$ cat src/rtl/move_pin_encoder.sv
// move_pin_encoder: transmit side of the 8-bit pins move interface.
// A (row, col) move arrives over valid/ready and is sent as a row code
// phase, then a column code phase, then an idle gap. The encoder then waits
// for the game's echoed row/col to confirm delivery, re-sending on timeout
// up to MAX_RETRY times before giving up.
module move_pin_encoder #(
  parameter int unsigned ROW_HOLD    = 2,
  parameter int unsigned COL_HOLD    = 2,
  parameter int unsigned GAP_CYCLES  = 1,
  parameter int unsigned ACK_TIMEOUT = 16,
  parameter int unsigned MAX_RETRY   = 2,
  parameter logic [7:0]  IDLE_CODE   = 8'hFF
) (
  input  logic       clk,
  input  logic       rst,
  input  logic       mv_valid,
  output logic       mv_ready,
  input  logic [2:0] mv_row,
  input  logic [2:0] mv_col,
  output logic [7:0] pins,
  input  logic [2:0] echo_row,
  input  logic [2:0] echo_col,
  output logic       busy,
  output logic       done,
  output logic       err,
  output logic [1:0] err_code
);

  localparam int unsigned MAX_AB = (ROW_HOLD > COL_HOLD) ? ROW_HOLD : COL_HOLD;
  localparam int unsigned MAX_CD = (GAP_CYCLES > ACK_TIMEOUT) ? GAP_CYCLES : ACK_TIMEOUT;
  localparam int unsigned MAXP   = (MAX_AB > MAX_CD) ? MAX_AB : MAX_CD;
  localparam int unsigned CW     = (MAXP < 2) ? 1 : $clog2(MAXP);
  localparam int unsigned RW     = (MAX_RETRY < 4) ? 2 : $clog2(MAX_RETRY + 1);

  localparam logic [CW-1:0] ROW_LAST  = CW'(ROW_HOLD - 1);
  localparam logic [CW-1:0] COL_LAST  = CW'(COL_HOLD - 1);
  localparam logic [CW-1:0] GAP_LAST  = CW'((GAP_CYCLES > 0) ? GAP_CYCLES - 1 : 0);
  localparam logic [CW-1:0] TMO_LAST  = CW'(ACK_TIMEOUT - 1);
  localparam logic [RW-1:0] RETRY_MAX = RW'(MAX_RETRY);

  typedef enum logic [2:0] {
    S_IDLE,
    S_ROW,
    S_COL,
    S_GAP,
    S_WAIT
  } state_t;

  state_t        state_q;
  logic [CW-1:0] cnt_q;
  logic [RW-1:0] retry_q;
  logic [2:0]    req_row_q, req_col_q;
  logic [2:0]    snap_row_q, snap_col_q;
  logic [7:0]    pins_q;
  logic          ready_q, busy_q, done_q, err_q;
  logic [1:0]    code_q;

  logic illegal_d, dup_d, ack_d;

  // Index k -> pin pattern: 1 maps to all-zero, 2..7 to a one-hot bit.
  function automatic logic [7:0] code_of(input logic [2:0] k);
    logic [7:0] c;
    if (k == 3'd1) c = '0;
    else           c = 8'h01 << (k - 3'd2);
    return c;
  endfunction

  // Acceptance screening and delivery acknowledgement.
  always_comb begin
    illegal_d = (mv_row == 3'd0) || (mv_row == 3'd7) || (mv_col == 3'd0);
    dup_d     = (echo_row == mv_row) && (echo_col == mv_col);
    ack_d     = (echo_row == req_row_q) && (echo_col == req_col_q) &&
                ({echo_row, echo_col} != {snap_row_q, snap_col_q});
  end

  // Move FSM with registered outputs; an early ack in any busy state completes the move.
  always_ff @(posedge clk) begin
    if (rst) begin
      state_q    <= S_IDLE;
      cnt_q      <= '0;
      retry_q    <= '0;
      req_row_q  <= '0;
      req_col_q  <= '0;
      snap_row_q <= '0;
      snap_col_q <= '0;
      pins_q     <= IDLE_CODE;
      ready_q    <= 1'b1;
      busy_q     <= 1'b0;
      done_q     <= 1'b0;
      err_q      <= 1'b0;
      code_q     <= '0;
    end else begin
      done_q <= 1'b0;
      err_q  <= 1'b0;
      if (state_q == S_IDLE) begin
        if (mv_valid && ready_q) begin
          if (illegal_d) begin
            err_q  <= 1'b1;
            code_q <= 2'b01;
          end else if (dup_d) begin
            err_q  <= 1'b1;
            code_q <= 2'b10;
          end else begin
            req_row_q  <= mv_row;
            req_col_q  <= mv_col;
            snap_row_q <= echo_row;
            snap_col_q <= echo_col;
            state_q    <= S_ROW;
            cnt_q      <= '0;
            retry_q    <= '0;
            pins_q     <= code_of(mv_row);
            ready_q    <= 1'b0;
            busy_q     <= 1'b1;
          end
        end
      end else if (ack_d) begin
        state_q <= S_IDLE;
        pins_q  <= IDLE_CODE;
        ready_q <= 1'b1;
        busy_q  <= 1'b0;
        done_q  <= 1'b1;
      end else begin
        case (state_q)
          S_ROW: begin
            if (cnt_q == ROW_LAST) begin
              state_q <= S_COL;
              cnt_q   <= '0;
              pins_q  <= code_of(req_col_q);
            end else begin
              cnt_q <= cnt_q + CW'(1);
            end
          end
          S_COL: begin
            if (cnt_q == COL_LAST) begin
              state_q <= (GAP_CYCLES == 0) ? S_WAIT : S_GAP;
              cnt_q   <= '0;
              pins_q  <= IDLE_CODE;
            end else begin
              cnt_q <= cnt_q + CW'(1);
            end
          end
          S_GAP: begin
            if (cnt_q == GAP_LAST) begin
              state_q <= S_WAIT;
              cnt_q   <= '0;
            end else begin
              cnt_q <= cnt_q + CW'(1);
            end
          end
          S_WAIT: begin
            if (cnt_q == TMO_LAST) begin
              cnt_q <= '0;
              if (retry_q < RETRY_MAX) begin
                retry_q <= retry_q + RW'(1);
                state_q <= S_ROW;
                pins_q  <= code_of(req_row_q);
              end else begin
                state_q <= S_IDLE;
                ready_q <= 1'b1;
                busy_q  <= 1'b0;
                err_q   <= 1'b1;
                code_q  <= 2'b11;
              end
            end else begin
              cnt_q <= cnt_q + CW'(1);
            end
          end
          default: begin
            state_q <= S_IDLE;
            pins_q  <= IDLE_CODE;
            ready_q <= 1'b1;
            busy_q  <= 1'b0;
          end
        endcase
      end
    end
  end

  assign mv_ready = ready_q;
  assign pins     = pins_q;
  assign busy     = busy_q;
  assign done     = done_q;
  assign err      = err_q;
  assign err_code = code_q;

endmodule

$ cat config.mk
export PLATFORM = sky130hd
export DESIGN_NAME = move_pin_encoder
export DESIGN_NICKNAME = d
export VERILOG_FILES = /design/src/rtl/move_pin_encoder.sv
export SDC_FILE = /design/constraint.sdc
export NUM_CORES = 1
export LEC_CHECK = 0
export BUFFER_PORTS_ARGS = -buffer_cell sky130_fd_sc_hd__buf_4
export CORE_MARGIN = 2
export CORE_UTILIZATION = 29
export CTS_BUF_LIST = sky130_fd_sc_hd__clkbuf_16
export DETAILED_ROUTE_END_ITERATION = 16
export PLACE_DENSITY = 0.56
export SLEW_MARGIN = 10
export SYNTH_ARGS = -nofsm -noshare
export SYNTH_HDL_FRONTEND = slang
export SYNTH_SLANG_ARGS = --single-unit
$ cat constraint.sdc
create_clock -name clk -period 2.75 [get_ports clk]
set_input_delay 0.4125 -clock clk [delete_from_list [all_inputs] [get_ports clk]]
set_output_delay 0.4125 -clock clk [all_outputs]
set_load 0.05 [all_outputs]
==> flow_summary.rst, run 1 <==
.. list-table::
   :header-rows: 1

   * - Metric
     - Value
   * - Result of the run
     - complete, no violations
   * - DR vias
     - roughly 2100
   * - Net switching power figure
     - between 500 and 600 µW
   * - Proportion of register bits with asynchronous set or reset after synthesis
     - 0%
   * - CTS Hold Buffers Added
     - 0
   * - DP Area
     - around 0.0025 mm²
   * - Sw Share
     - 34.2%
   * - Number of cells traversed by the worst register-to-register path
     - 7
   * - Core ar.
     - 0.00733 mm²
   * - Number of antenna diodes
     - 0
   * - Sequential fraction of design power
     - 36.8%
   * - Vias/cell
     - 5.26
   * - Slew of the pin with the lowest slew margin
     - 0.702 ns
   * - Clock sinks
     - 35
   * - Leading post-synthesis cells by cell area
     - sky130_fd_sc_hd__dfxtp_1 32%, sky130_fd_sc_hd__mux2i_1 5.9%, sky130_fd_sc_hd__nor2_1 5.4%
   * - Sequential element share of the synthesized area
     - 31.5%
   * - Pin count of the biggest net entering global routing
     - 30
   * - Power density over the cells
     - 620 mW/mm²
   * - Data arrival, critical path
     - 2.68 ns
   * - Sort of element at the start of the critical path
     - flip-flop
   * - DP Worst Slack
     - 0.156 ns
   * - Reg clk slew, reported paths
     - 0.05 ns
   * - Worst Hold Path Cells
     - 3
   * - Clock Skew
     - 0.00571 ns
   * - Final hold violation count
     - 0
   * - Share of post-route cells with drive strength above 1
     - 16.5%
   * - RR Startpoint
     - cnt_q[0]
   * - Vias in the first global route
     - 1986
   * - Iter 0 DRT Violations
     - 93
   * - Horiz. Die Dim
     - 91.6 µm
   * - Post-Synthesis Cell Area
     - about 0.0022 mm²
   * - Time the worst path needs with I/O delays and setup
     - between 2 and 3 ns
   * - Internal power
     - 1090 µW
   * - Mapped Avg Cell Area
     - 8.14 µm²
   * - Worst path setup slack after routing
     - 0.235 ns
   * - Remaining global-route overflow
     - 0
   * - Fin Hold WS
     - 0.409 ns
   * - Worst VDD drop
     - 0.275 mV
   * - Leakage
     - 0.00106 µW
   * - Number of antenna violations at the first check in global routing
     - 0
   * - Share of the cycle needed by the critical path after routing
     - around 91%
   * - Most used cells in the layout excluding fill and tap cells
     - 37 x sky130_fd_sc_hd__buf_4, 35 x sky130_fd_sc_hd__dfxtp_1, 32 x sky130_fd_sc_hd__nor2_1, 15 x sky130_fd_sc_hd__a21oi_1
   * - Die area
     - 0.00838 mm²
   * - Top FF cell, synth
     - sky130_fd_sc_hd__dfxtp_1
   * - Most common library cell in the layout ignoring fill and taps
     - sky130_fd_sc_hd__buf_4
   * - Worst hold-check path type
     - input port to flip-flop
   * - CTS Buf Count
     - 5
   * - Final standard cell area without fillers
     - 0.00267 mm²
   * - Crit. End Element
     - flip-flop
   * - Required time of the critical path
     - 2.92 ns
   * - Start point of the worst hold path
     - mv_col[0]
   * - Register-to-register setup slack
     - 0.23 ns
   * - Count of yosys warnings during synthesis
     - 0
   * - Number of buffers on the longest clock path
     - 2
   * - FP Rows
     - 31
   * - Total routing usage reported by global routing
     - between 10 and 15%
   * - RSZ-0062 raised after global routing
     - no
   * - Clock latency at the later pin of the worst-skew pair
     - 0.28 ns
   * - Critical-path maximum fanout
     - 7
   * - HPWL after DPL
     - between 4 and 5 mm
   * - Clock tree from TritonCTS
     - yes
   * - Master cell of the clock root buffer
     - sky130_fd_sc_hd__clkbuf_16
   * - Total of buffers placed on input and output ports
     - 28
   * - Launching instance or port of the critical path
     - cnt_q[0]
   * - Starting density of the core
     - 30.3%
   * - Relative slew margins
     - between 50% and 60%
   * - Post-CTS Resized
     - 0
   * - Number of H-tree branching levels
     - 2
   * - Number of buffers inserted to repair setup after CTS
     - 0
   * - Total of endpoints with negative setup slack in the final report
     - 0
   * - Global-route wire length before repair
     - 9.56 mm
   * - Count of max-cap constraint violations
     - 0
   * - Placer Congestion
     - ~0.83
   * - Share of the synthesized area in the top cell type
     - 31.5%
   * - Synthesized instance count
     - 273
   * - Cell variety after synth
     - 57
   * - Number of flops mapped to enable cells by yosys
     - 0
   * - Cell type contributing the most total cell area after synthesis
     - sky130_fd_sc_hd__dfxtp_1
   * - Layout-stage area growth over the synthesis result
     - 20.0%
   * - Total count of max-transition violations in the final report
     - 0
   * - Routed wire per std cell
     - 14.6 µm
   * - Remaining routing DRC violations
     - 0
   * - Combinational Power Share
     - 32.1%
   * - Achievable clock frequency
     - 0.398 GHz
   * - Mapped Nets
     - between 200 and 300
   * - Final Routed Wirelength
     - 5.78 mm
   * - Y dimension of the die
     - 91.6 µm
   * - Count of boundary I/O pins
     - 29
   * - Number of iterations in the first detailed-routing pass
     - 4
   * - Final antenna-violating net count
     - 0
   * - Hold Path Sink
     - req_col_q[0]
   * - Total Nets Final
     - 316
   * - Share of total power in the clock network
     - 31.1%
   * - Accumulated negative setup slack
     - 0 ns
   * - Count of state elements after synthesis
     - 35
   * - End of the worst register-to-register path
     - pins[7]
   * - Type of the worst setup path
     - flip-flop to flip-flop
logic make-up (layout without fill, tap and decap cells):
group	count (synthesis)	count (layout)	share of synthesized area [%]
xor+xnor	18	18	7.09
buf+inv	32	56	6.02
flops	35	35	31.5
mux	14	14	6.36
fa+ha+maj	5	5	2.65
compound gates	77	77	24.4
simple gates	92	92	21.9
power groups by stage:
| stage | clock network [µW] | logic (µW) | registers (µW) |
|---|---|---|---|
| floorplan | 0 | 276 | 725 |
| global placement | 0 | 532 | 619 |
| detailed placement | 0 | 534 | 620 |
| CTS | 527 | 536 | 610 |
| global route | 547 | 577 | 617 |
| finish | 514 | 532 | 610 |
synth_stat cells (2+ instances only):
cell                         n
sky130_fd_sc_hd__nand4b_1    3
sky130_fd_sc_hd__or3_1       2
sky130_fd_sc_hd__nand4_1     3
sky130_fd_sc_hd__a31oi_1    11
sky130_fd_sc_hd__inv_1      12
sky130_fd_sc_hd__ha_1        3
sky130_fd_sc_hd__a2bb2oi_1   5
sky130_fd_sc_hd__o21a_1      2
sky130_fd_sc_hd__o211ai_1    2
sky130_fd_sc_hd__a311oi_1    3
sky130_fd_sc_hd__nand2b_1    4
sky130_fd_sc_hd__dfxtp_1    35
sky130_fd_sc_hd__nand2_1    11
sky130_fd_sc_hd__xor2_1     12
sky130_fd_sc_hd__nand4bb_1   2
sky130_fd_sc_hd__o32ai_1     3
sky130_fd_sc_hd__and3_1      2
sky130_fd_sc_hd__a21o_1      2
sky130_fd_sc_hd__o21ai_0     9
sky130_fd_sc_hd__a211oi_1    3
sky130_fd_sc_hd__nor2b_1     3
sky130_fd_sc_hd__nor4_1      5
sky130_fd_sc_hd__a21oi_1    15
sky130_fd_sc_hd__o31ai_1     2
sky130_fd_sc_hd__mux2i_1    13
sky130_fd_sc_hd__o22ai_1     2
sky130_fd_sc_hd__nor2_1     32
sky130_fd_sc_hd__or4_1       3
sky130_fd_sc_hd__nand3_1     7
sky130_fd_sc_hd__xnor2_1     6
sky130_fd_sc_hd__o32a_1      5
sky130_fd_sc_hd__buf_2       4
sky130_fd_sc_hd__nor3_1      8
sky130_fd_sc_hd__nor3b_1     4
sky130_fd_sc_hd__clkbuf_1   12
sky130_fd_sc_hd__a22oi_1     2
cell type report:
cell class / instances / area [µm²]
clock buffer: 5 / 125
fill: 756 / 4660
inverter: 13 / 48.8
tap: 99 / 124
sequential: 35 / 701
timing repair buffer: 37 / 278
clock inverter: 1 / 3.75
multi-input combinational: 206 / 1390
sequential cells by signal (all words and copies together) (netlist names):
signal      count
busy            1
cnt_q           4
done            1
err             1
err_code        2
mv_ready        1
pins            8
req_col_q       3
req_row_q       3
retry_q         2
snap_col_q      3
snap_row_q      3
state_q         3
worst max-delay path by stage:
stage | end | slack [ns]
global placement | pins[7] | 0.21
finish | pins[7] | 0.23
floorplan | pins[7] | 0.46
global route | pins[7] | 0.12
CTS | pins[7] | 0.24
detailed placement | pins[7] | 0.16
stage by stage:
stage                     utilization (%)  total power, µW  instances
after CTS                            36.4             1670        396
after global placement               34.6             1150        390
after global routing                 36.4             1740        396
after detailed placement             34.6             1150        390
after floorplan                         -             1000        273
final                                36.4             1660        396
critical path, stage by stage (launching register included):
cell and delay (ns):
sky130_fd_sc_hd__dfxtp_1 0.45, sky130_fd_sc_hd__ha_1 0.20, sky130_fd_sc_hd__or3b_4 0.41, sky130_fd_sc_hd__maj3_1 0.36
sky130_fd_sc_hd__a2bb2oi_1 0.25, sky130_fd_sc_hd__o21ai_1 0.18, sky130_fd_sc_hd__a211oi_1 0.35, sky130_fd_sc_hd__o21ba_2 0.21
metal layers:
metal  GRT usage (%)  vias to the layer above  wire [µm]
met5               0                        -          0
met4            4.67                        0         98
met3            4.07                        9        237
met2            22.7                       37       2710
met1            17.8                      978       2730
li1                -                     1059          -
No activity file was read; power rests on OpenSTA's default activity.
==> run 2, diff against run 1 <==
ABC_AREA = 1   (was unset)
==> flow_summary.rst, run 2 <==
.. list-table::
   :header-rows: 1

   * - Metric
     - Value
   * - Number of iterations in the first detailed-routing pass
     - 5 (+1)
   * - Clock sinks
     - 35 (unchanged)
   * - Sequential element share of the synthesized area
     - 31.0% (-0.54 points)
   * - Number of flops mapped to enable cells by yosys
     - 0 (unchanged)
   * - Slew of the pin with the lowest slew margin
     - 0.790 ns (+0.0883 ns)
   * - Number of cells after detailed placement
     - 469 (+20%)
   * - Most common library cell in the layout ignoring fill and taps
     - sky130_fd_sc_hd__nand2_1
   * - Total of endpoints with negative setup slack in the final report
     - 0 (unchanged)
   * - Remaining routing DRC violations
     - 0 (unchanged)
   * - Number of antenna diodes
     - 0 (unchanged)
   * - Final antenna-violating net count
     - 0 (unchanged)
   * - Sort of element at the start of the critical path
     - flip-flop
   * - Vias/cell
     - 4.83 (-8.2%)
   * - Clock latency at the later pin of the worst-skew pair
     - 0.28 ns (about the same)
   * - Count of yosys warnings during synthesis
     - 0 (unchanged)
   * - Clock tree from TritonCTS
     - yes
   * - Number of buffers on the longest clock path
     - 2 (unchanged)
   * - Proportion of register bits with asynchronous set or reset after synthesis
     - 0% (unchanged)
   * - Achievable clock frequency
     - 0.491 GHz (+24%)
   * - Crit. End Element
     - flip-flop
   * - Mapped Avg Cell Area
     - 6.50 µm² (-20%)
   * - HPWL after DPL
     - 4.24 mm (+0.35%)
   * - Total of buffers placed on input and output ports
     - 28 (unchanged)
   * - Worst Hold Path Cells
     - 2 (-1)
   * - Leading post-synthesis cells by cell area
     - sky130_fd_sc_hd__dfxtp_1 31%, sky130_fd_sc_hd__nand2_1 12%, sky130_fd_sc_hd__nand3_1 9.7%
   * - Number of H-tree branching levels
     - 2 (unchanged)
   * - Clock Skew
     - 0.00873 ns (+0.00301 ns)
   * - Time the worst path needs with I/O delays and setup
     - 2.04 ns (-0.480 ns)
   * - Share of the synthesized area in the top cell type
     - 31.0% (-0.54 points)
   * - Power density over the cells
     - 1030 mW/mm² (+66%)
   * - Type of the worst setup path
     - flip-flop to flip-flop
   * - Ranking of synthesized cells by instance count
     - 74 x sky130_fd_sc_hd__nand2_1, 44 x sky130_fd_sc_hd__nand3_1, 39 x sky130_fd_sc_hd__inv_1
   * - Starting density of the core
     - 29.6% (-0.75 points)
   * - Cell variety after synth
     - 33 (-42%)
   * - Global-route wire length before repair
     - 9.94 mm (+3.9%)
   * - Final Routed Wirelength
     - 5.75 mm (-0.43%)
   * - Critical-path maximum fanout
     - 13 (+6)
   * - Total power after layout
     - 2750 µW (+66%)
   * - Mapped Nets
     - 366 (+26%)
   * - Vias in the first global route
     - 2157 (+8.6%)
   * - Die area
     - 0.00852 mm² (+1.7%)
   * - Total Nets Final
     - 392 (+24%)
   * - Post-CTS Resized
     - 0 (unchanged)
   * - Remaining global-route overflow
     - 0 (unchanged)
   * - Share of the cycle needed by the critical path after routing
     - 74.0% (-17 points)
   * - Placer Congestion
     - 0.836 (+0.88%)
   * - Accumulated negative setup slack
     - 0 ns (unchanged)
   * - Count of max-cap constraint violations
     - 0 (unchanged)
   * - Routed wire per std cell
     - 12.1 µm (-17%)
   * - Required time of the critical path
     - 2.87 ns (-0.05 ns)
   * - Count of boundary I/O pins
     - 29 (unchanged)
   * - Count of state elements after synthesis
     - 35 (unchanged)
   * - Worst VDD drop
     - 0.502 mV (+83%)
   * - Layout-stage area growth over the synthesis result
     - 18.2%
   * - Total count of max-transition violations in the final report
     - 0 (unchanged)
   * - CTS Buf Count
     - 5 (unchanged)
   * - DP Worst Slack
     - 0.641 ns (+0.485 ns)
   * - Worst path setup slack after routing
     - 0.715 ns (+0.480 ns)
   * - Share of post-route cells with drive strength above 1
     - 15.2% (-1.3 points)
   * - Number of cells traversed by the worst register-to-register path
     - 12 (+5)
   * - Final hold violation count
     - 0 (unchanged)
   * - Leakage
     - 0.00119 µW (+12%)
   * - FP Rows
     - 32 (+3.2%)
   * - Reg clk slew, reported paths
     - 0.06 ns (about the same)
   * - CTS Hold Buffers Added
     - 0 (unchanged)
   * - Synthesized instance count
     - 348 (+27%)
   * - Most used standard cell by instance count after synthesis
     - sky130_fd_sc_hd__nand2_1
   * - Final cell count without fillers
     - 477 (+20%)
   * - Result of the run
     - complete, no violations
   * - Data arrival, critical path
     - 2.15 ns (-0.53 ns)
   * - Number of buffers inserted to repair setup after CTS
     - 0 (unchanged)
   * - Y dimension of the die
     - 92.3 µm (+0.83%)
   * - Cell type contributing the most total cell area after synthesis
     - sky130_fd_sc_hd__dfxtp_1
   * - Core ar.
     - 0.00765 mm² (+4.3%)
   * - Total routing usage reported by global routing
     - 14.3% (+0.26 points)
   * - DR vias
     - 2304 (+11%)
   * - Relative slew margins
     - 47.2% (-5.7 points)
   * - Master cell of the clock root buffer
     - sky130_fd_sc_hd__clkbuf_16
   * - Pin count of the biggest net entering global routing
     - 28 (-6.7%)
   * - Horiz. Die Dim
     - 92.3 µm (+0.83%)
   * - Most used cells in the layout excluding fill and tap cells
     - 74 x sky130_fd_sc_hd__nand2_1, 44 x sky130_fd_sc_hd__nand3_1, 40 x sky130_fd_sc_hd__inv_1, 36 x sky130_fd_sc_hd__nor2_1, 35 x sky130_fd_sc_hd__dfxtp_1
   * - Number of fillers in the final layout
     - 827 (+9.4%)
   * - Number of antenna violations at the first check in global routing
     - 0 (unchanged)
   * - Iter 0 DRT Violations
     - 140 (+51%)
   * - Number of flip-flops under the largest register name
     - 8 (unchanged)
   * - Top FF cell, synth
     - sky130_fd_sc_hd__dfxtp_1
   * - RSZ-0062 raised after global routing
     - no
   * - Worst hold-check path type
     - input port to flip-flop
   * - Post-Synthesis Cell Area
     - 0.00226 mm² (+1.7%)
-- run 2: kinds of logic (layout without fill, tap and decap cells) --
logic type / Yosys count / in the layout / share of synthesized area (%)
flip-flops: 35 / 35 / 31.0
AO/OA/AOI/OAI: 66 / 66 / 16.9
buffers and inverters: 55 / 82 / 10.6
AND/OR/NAND/NOR: 181 / 181 / 36.8
XOR/XNOR: 8 / 8 / 3.10
adder cells (fa/ha/maj): 3 / 3 / 1.66
-- run 2: layer usage --
layer  track usage (%)  wire (µm)  share of wire, %
met1              20.0       2900                50
met2              21.6       2470                43
met3              2.85        288               5.0
met4              5.47         90               1.6
met5                 0          0                 0
-- run 2: worst paths after layout --
kind,start,endpoint,slack [ns]
worst min-delay path,rst,busy,0.38
worst max-delay path,req_row_q[0],pins[5],0.71
worst max register to register,req_row_q[0],pins[5],0.71
worst min register to register,pins[4],pins[4],0.46
-- run 2: critical path: stages, from the launching register on --
cell and delay (ns):
sky130_fd_sc_hd__dfxtp_1 0.36, sky130_fd_sc_hd__inv_1 0.18, sky130_fd_sc_hd__nand2_1 0.07, sky130_fd_sc_hd__nand2_1 0.06, sky130_fd_sc_hd__nand3_1 0.09, sky130_fd_sc_hd__nor2_2 0.12
sky130_fd_sc_hd__nand2_2 0.20, sky130_fd_sc_hd__nand3_2 0.14, sky130_fd_sc_hd__nand2_1 0.09, sky130_fd_sc_hd__nor2_4 0.25, sky130_fd_sc_hd__nand2_2 0.16, sky130_fd_sc_hd__nand2_1 0.09
sky130_fd_sc_hd__nand3_1 0.06
-- run 2: area by class of cell --
| class | count | area (µm²) | area share (%) |
|---|---|---|---|
| timing repair buffer | 29 | 218 | 8.14 |
| clock buffer | 5 | 125 | 4.68 |
| inverter | 45 | 169 | 6.32 |
| sequential | 35 | 701 | 26.2 |
| tap | 102 | 128 | 4.77 |
| clock inverter | 3 | 11.3 | 0.421 |
| multi-input combinational | 258 | 1320 | 49.5 |
-- run 2: power by group --
part	leakage, µW	switching (µW)	internal, µW
Combinational	0.000834	972	455
Sequential	0.000288	139	658
Clock	0.0000701	204	326
-- run 2: stage by stage --
| step | hold WS [ns] | util [%] | instance area (µm²) |
|---|---|---|---|
| 6_report | 0.377 | 35.0 | 2670 |
| 4_1_cts | 0.377 | 35.0 | 2670 |
| 3_5_place_dp | 0.454 | 33.2 | 2540 |
| 2_1_floorplan | 0.434 | - | 2260 |
| 3_3_place_gp | 0.449 | 33.2 | 2540 |
| 5_1_grt | 0.394 | 35.0 | 2670 |
==> run 3, diff against run 2 <==
clock period = 2.1 ns   (was 2.75 ns; I/O delays follow)
==> flow_summary.rst, run 3 (synthesized netlist as in run 2, its figures left out) <==
.. list-table::
   :header-rows: 1

   * - Metric
     - Value
   * - Number of buffers on the longest clock path
     - 2 (unchanged)
   * - Number of cells traversed by the worst register-to-register path
     - 9 (-3)
   * - Time the worst path needs with I/O delays and setup
     - 1.85 ns (-0.181 ns)
   * - Number of flip-flops under the largest register name
     - 8 (unchanged)
   * - Hold Path Sink
     - err
   * - Count of boundary I/O pins
     - 29 (unchanged)
   * - Total area of multi-input combinational cells
     - 0.00133 mm² (+0.38%)
   * - Accumulated negative setup slack
     - 0 ns (unchanged)
   * - DR vias
     - 2273 (-1.3%)
   * - Crit. End Element
     - flip-flop
   * - Share of the cycle needed by the critical path after routing
     - 88.3% (+14 points)
   * - Starting density of the core
     - 29.6% (unchanged)
   * - CTS Buf Count
     - 5 (unchanged)
   * - Vias/cell
     - 4.72 (-2.4%)
   * - Share of post-route cells with drive strength above 1
     - 17.1% (+1.9 points)
   * - Slew of the pin with the lowest slew margin
     - 0.399 ns (-0.392 ns)
   * - RR Startpoint
     - state_q[0]
   * - Fin Hold WS
     - 0.275 ns (-0.102 ns)
   * - Core ar.
     - 0.00765 mm² (unchanged)
   * - Number of iterations in the first detailed-routing pass
     - 4 (-1)
   * - Sort of element at the start of the critical path
     - flip-flop
   * - Relative slew margins
     - 73.4% (+26 points)
   * - Launching instance or port of the critical path
     - state_q[0]
   * - End of the worst register-to-register path
     - req_col_q[2]
   * - Register area
     - 701 µm² (unchanged)
   * - Master cell of the clock root buffer
     - sky130_fd_sc_hd__clkbuf_16
   * - Worst VDD drop
     - 0.544 mV (+8.5%)
   * - FP Rows
     - 32 (unchanged)
   * - Most common library cell in the layout ignoring fill and taps
     - sky130_fd_sc_hd__nand2_1
   * - Vias in the first global route
     - 2214 (+2.6%)
   * - Reg clk slew, reported paths
     - 0.05 ns (about the same)
   * - Total of buffers placed on input and output ports
     - 28 (unchanged)
   * - Routed wire per std cell
     - 11.8 µm (-2.5%)
   * - Worst hold-check path type
     - input port to flip-flop
   * - Number of fillers in the final layout
     - 834 (+0.85%)
   * - Number of antenna diodes
     - 0 (unchanged)
   * - Iter 0 DRT Violations
     - 106 (-24%)
   * - Remaining global-route overflow
     - 0 (unchanged)
   * - Register-to-register setup slack
     - 0.25 ns (-0.47 ns)
   * - Final Routed Wirelength
     - 5.66 mm (-1.5%)
   * - Power density over the cells
     - 1380 mW/mm² (+34%)
   * - Required time of the critical path
     - 2.26 ns (-0.61 ns)
   * - CTS Hold Buffers Added
     - 0 (unchanged)
   * - Critical-path maximum fanout
     - 25 (+12)
   * - Global-route wire length before repair
     - 9.87 mm (-0.63%)
   * - Most used cells in the layout excluding fill and tap cells
     - 74 x sky130_fd_sc_hd__nand2_1, 44 x sky130_fd_sc_hd__nand3_1, 38 x sky130_fd_sc_hd__inv_1, 36 x sky130_fd_sc_hd__nor2_1, 35 x sky130_fd_sc_hd__dfxtp_1
   * - Final hold violation count
     - 0 (unchanged)
   * - Final antenna-violating net count
     - 0 (unchanged)
   * - Layout-stage area growth over the synthesis result
     - 21.3%
   * - Clock latency at the later pin of the worst-skew pair
     - 0.28 ns (about the same)
   * - HPWL after DPL
     - 4.32 mm (+2.0%)
   * - Remaining routing DRC violations
     - 0 (unchanged)
   * - Clock tree from TritonCTS
     - yes
   * - Type of the worst setup path
     - flip-flop to flip-flop
   * - RSZ-0062 raised after global routing
     - no
   * - Clock Skew
     - 0.0102 ns (+0.00142 ns)
   * - Horiz. Die Dim
     - 92.3 µm (unchanged)
   * - Total routing usage reported by global routing
     - 14.1% (-0.19 points)
   * - Leakage
     - 0.00123 µW (+3.2%)
   * - Pin count of the biggest net entering global routing
     - 26 (-7.1%)
   * - Y dimension of the die
     - 92.3 µm (unchanged)
   * - Result of the run
     - complete, no violations
   * - Total count of max-transition violations in the final report
     - 0 (unchanged)
   * - Start point of the worst hold path
     - rst
   * - Number of antenna violations at the first check in global routing
     - 0 (unchanged)
   * - Count of max-cap constraint violations
     - 0 (unchanged)
   * - Data arrival, critical path
     - 2.02 ns (-0.13 ns)
   * - Worst Hold Path Cells
     - 2 (unchanged)
   * - Achievable clock frequency
     - 0.539 GHz (+9.8%)
   * - Clock sinks
     - 35 (unchanged)
   * - Die area
     - 0.00852 mm² (unchanged)
   * - Total Nets Final
     - 397 (+1.3%)
   * - Number of H-tree branching levels
     - 2 (unchanged)
   * - Total of endpoints with negative setup slack in the final report
     - 0 (unchanged)
   * - Placer Congestion
     - 0.843 (+0.84%)
## run 3: cell count changes in the layout (fill, tap and decap cells not counted), sizes merged
cell / previous run / this run
inv: 46 / 45
bufinv: 0 / 1
buf: 29 / 34
## run 3: per-layer routing
metal / vias up / wire (µm) / global-route usage, %
li1: 1203 / - / -
met3: 7 / 291 / 3.09
met1: 1020 / 2800 / 19.1
met5: - / 0 / 0
met2: 43 / 2500 / 21.9
met4: 0 / 76 / 5.47
## run 3: worst max-delay path, cell delays in order, from the launching register on
cell and delay, ns:
sky130_fd_sc_hd__dfxtp_1 0.36, sky130_fd_sc_hd__nor2_4 0.16, sky130_fd_sc_hd__inv_2 0.08, sky130_fd_sc_hd__nor2_8 0.21, sky130_fd_sc_hd__inv_2 0.17, sky130_fd_sc_hd__nor2_1 0.20
sky130_fd_sc_hd__nand3_1 0.10, sky130_fd_sc_hd__buf_4 0.22, sky130_fd_sc_hd__o21ai_0 0.18, sky130_fd_sc_hd__a21oi_1 0.06
## run 3: through the flow
step	utilization [%]	instance area (µm²)	std cells	setup WS, ns	power [µW]
global route	35.9	2740	482	0.00533	4110
detailed placement	33.5	2560	472	0.118	2910
CTS	35.6	2720	480	0.126	3760
floorplan	-	2260	348	0.490	2520
global placement	33.5	2560	472	0.148	2900
finish	35.9	2740	482	0.246	3780
## run 3: how the worst max path moves through the flow
stage	endpoint	slack, ns	depth (start not counted)
after global routing	pins[6]	0.005	13
after CTS	pins[3]	0.13	12
final	req_col_q[2]	0.25	9
after global placement	pins[1]	0.15	13
after detailed placement	pins[3]	0.12	13
after floorplan	req_row_q[0]	0.49	6
## run 3: where the power goes
group | total (µW) | switching [µW] | internal [µW]
registers | 1040 | 175 | 861
clock network | 833 | 280 | 553
logic | 1910 | 1270 | 633
## run 3: final cells by class
class                      count  area share, %
multi-input combinational    258           48.4
timing repair buffer          34           9.30
sequential                    35           25.5
clock inverter                 3           1.41
inverter                      45           6.16
clock buffer                   5           4.56
tap                          102           4.65
## run 3: repair_timing
action,4_1_cts,5_1_grt
gates resized for setup,0,2
buffers inserted,0,2
setup endpoints to repair,0,10
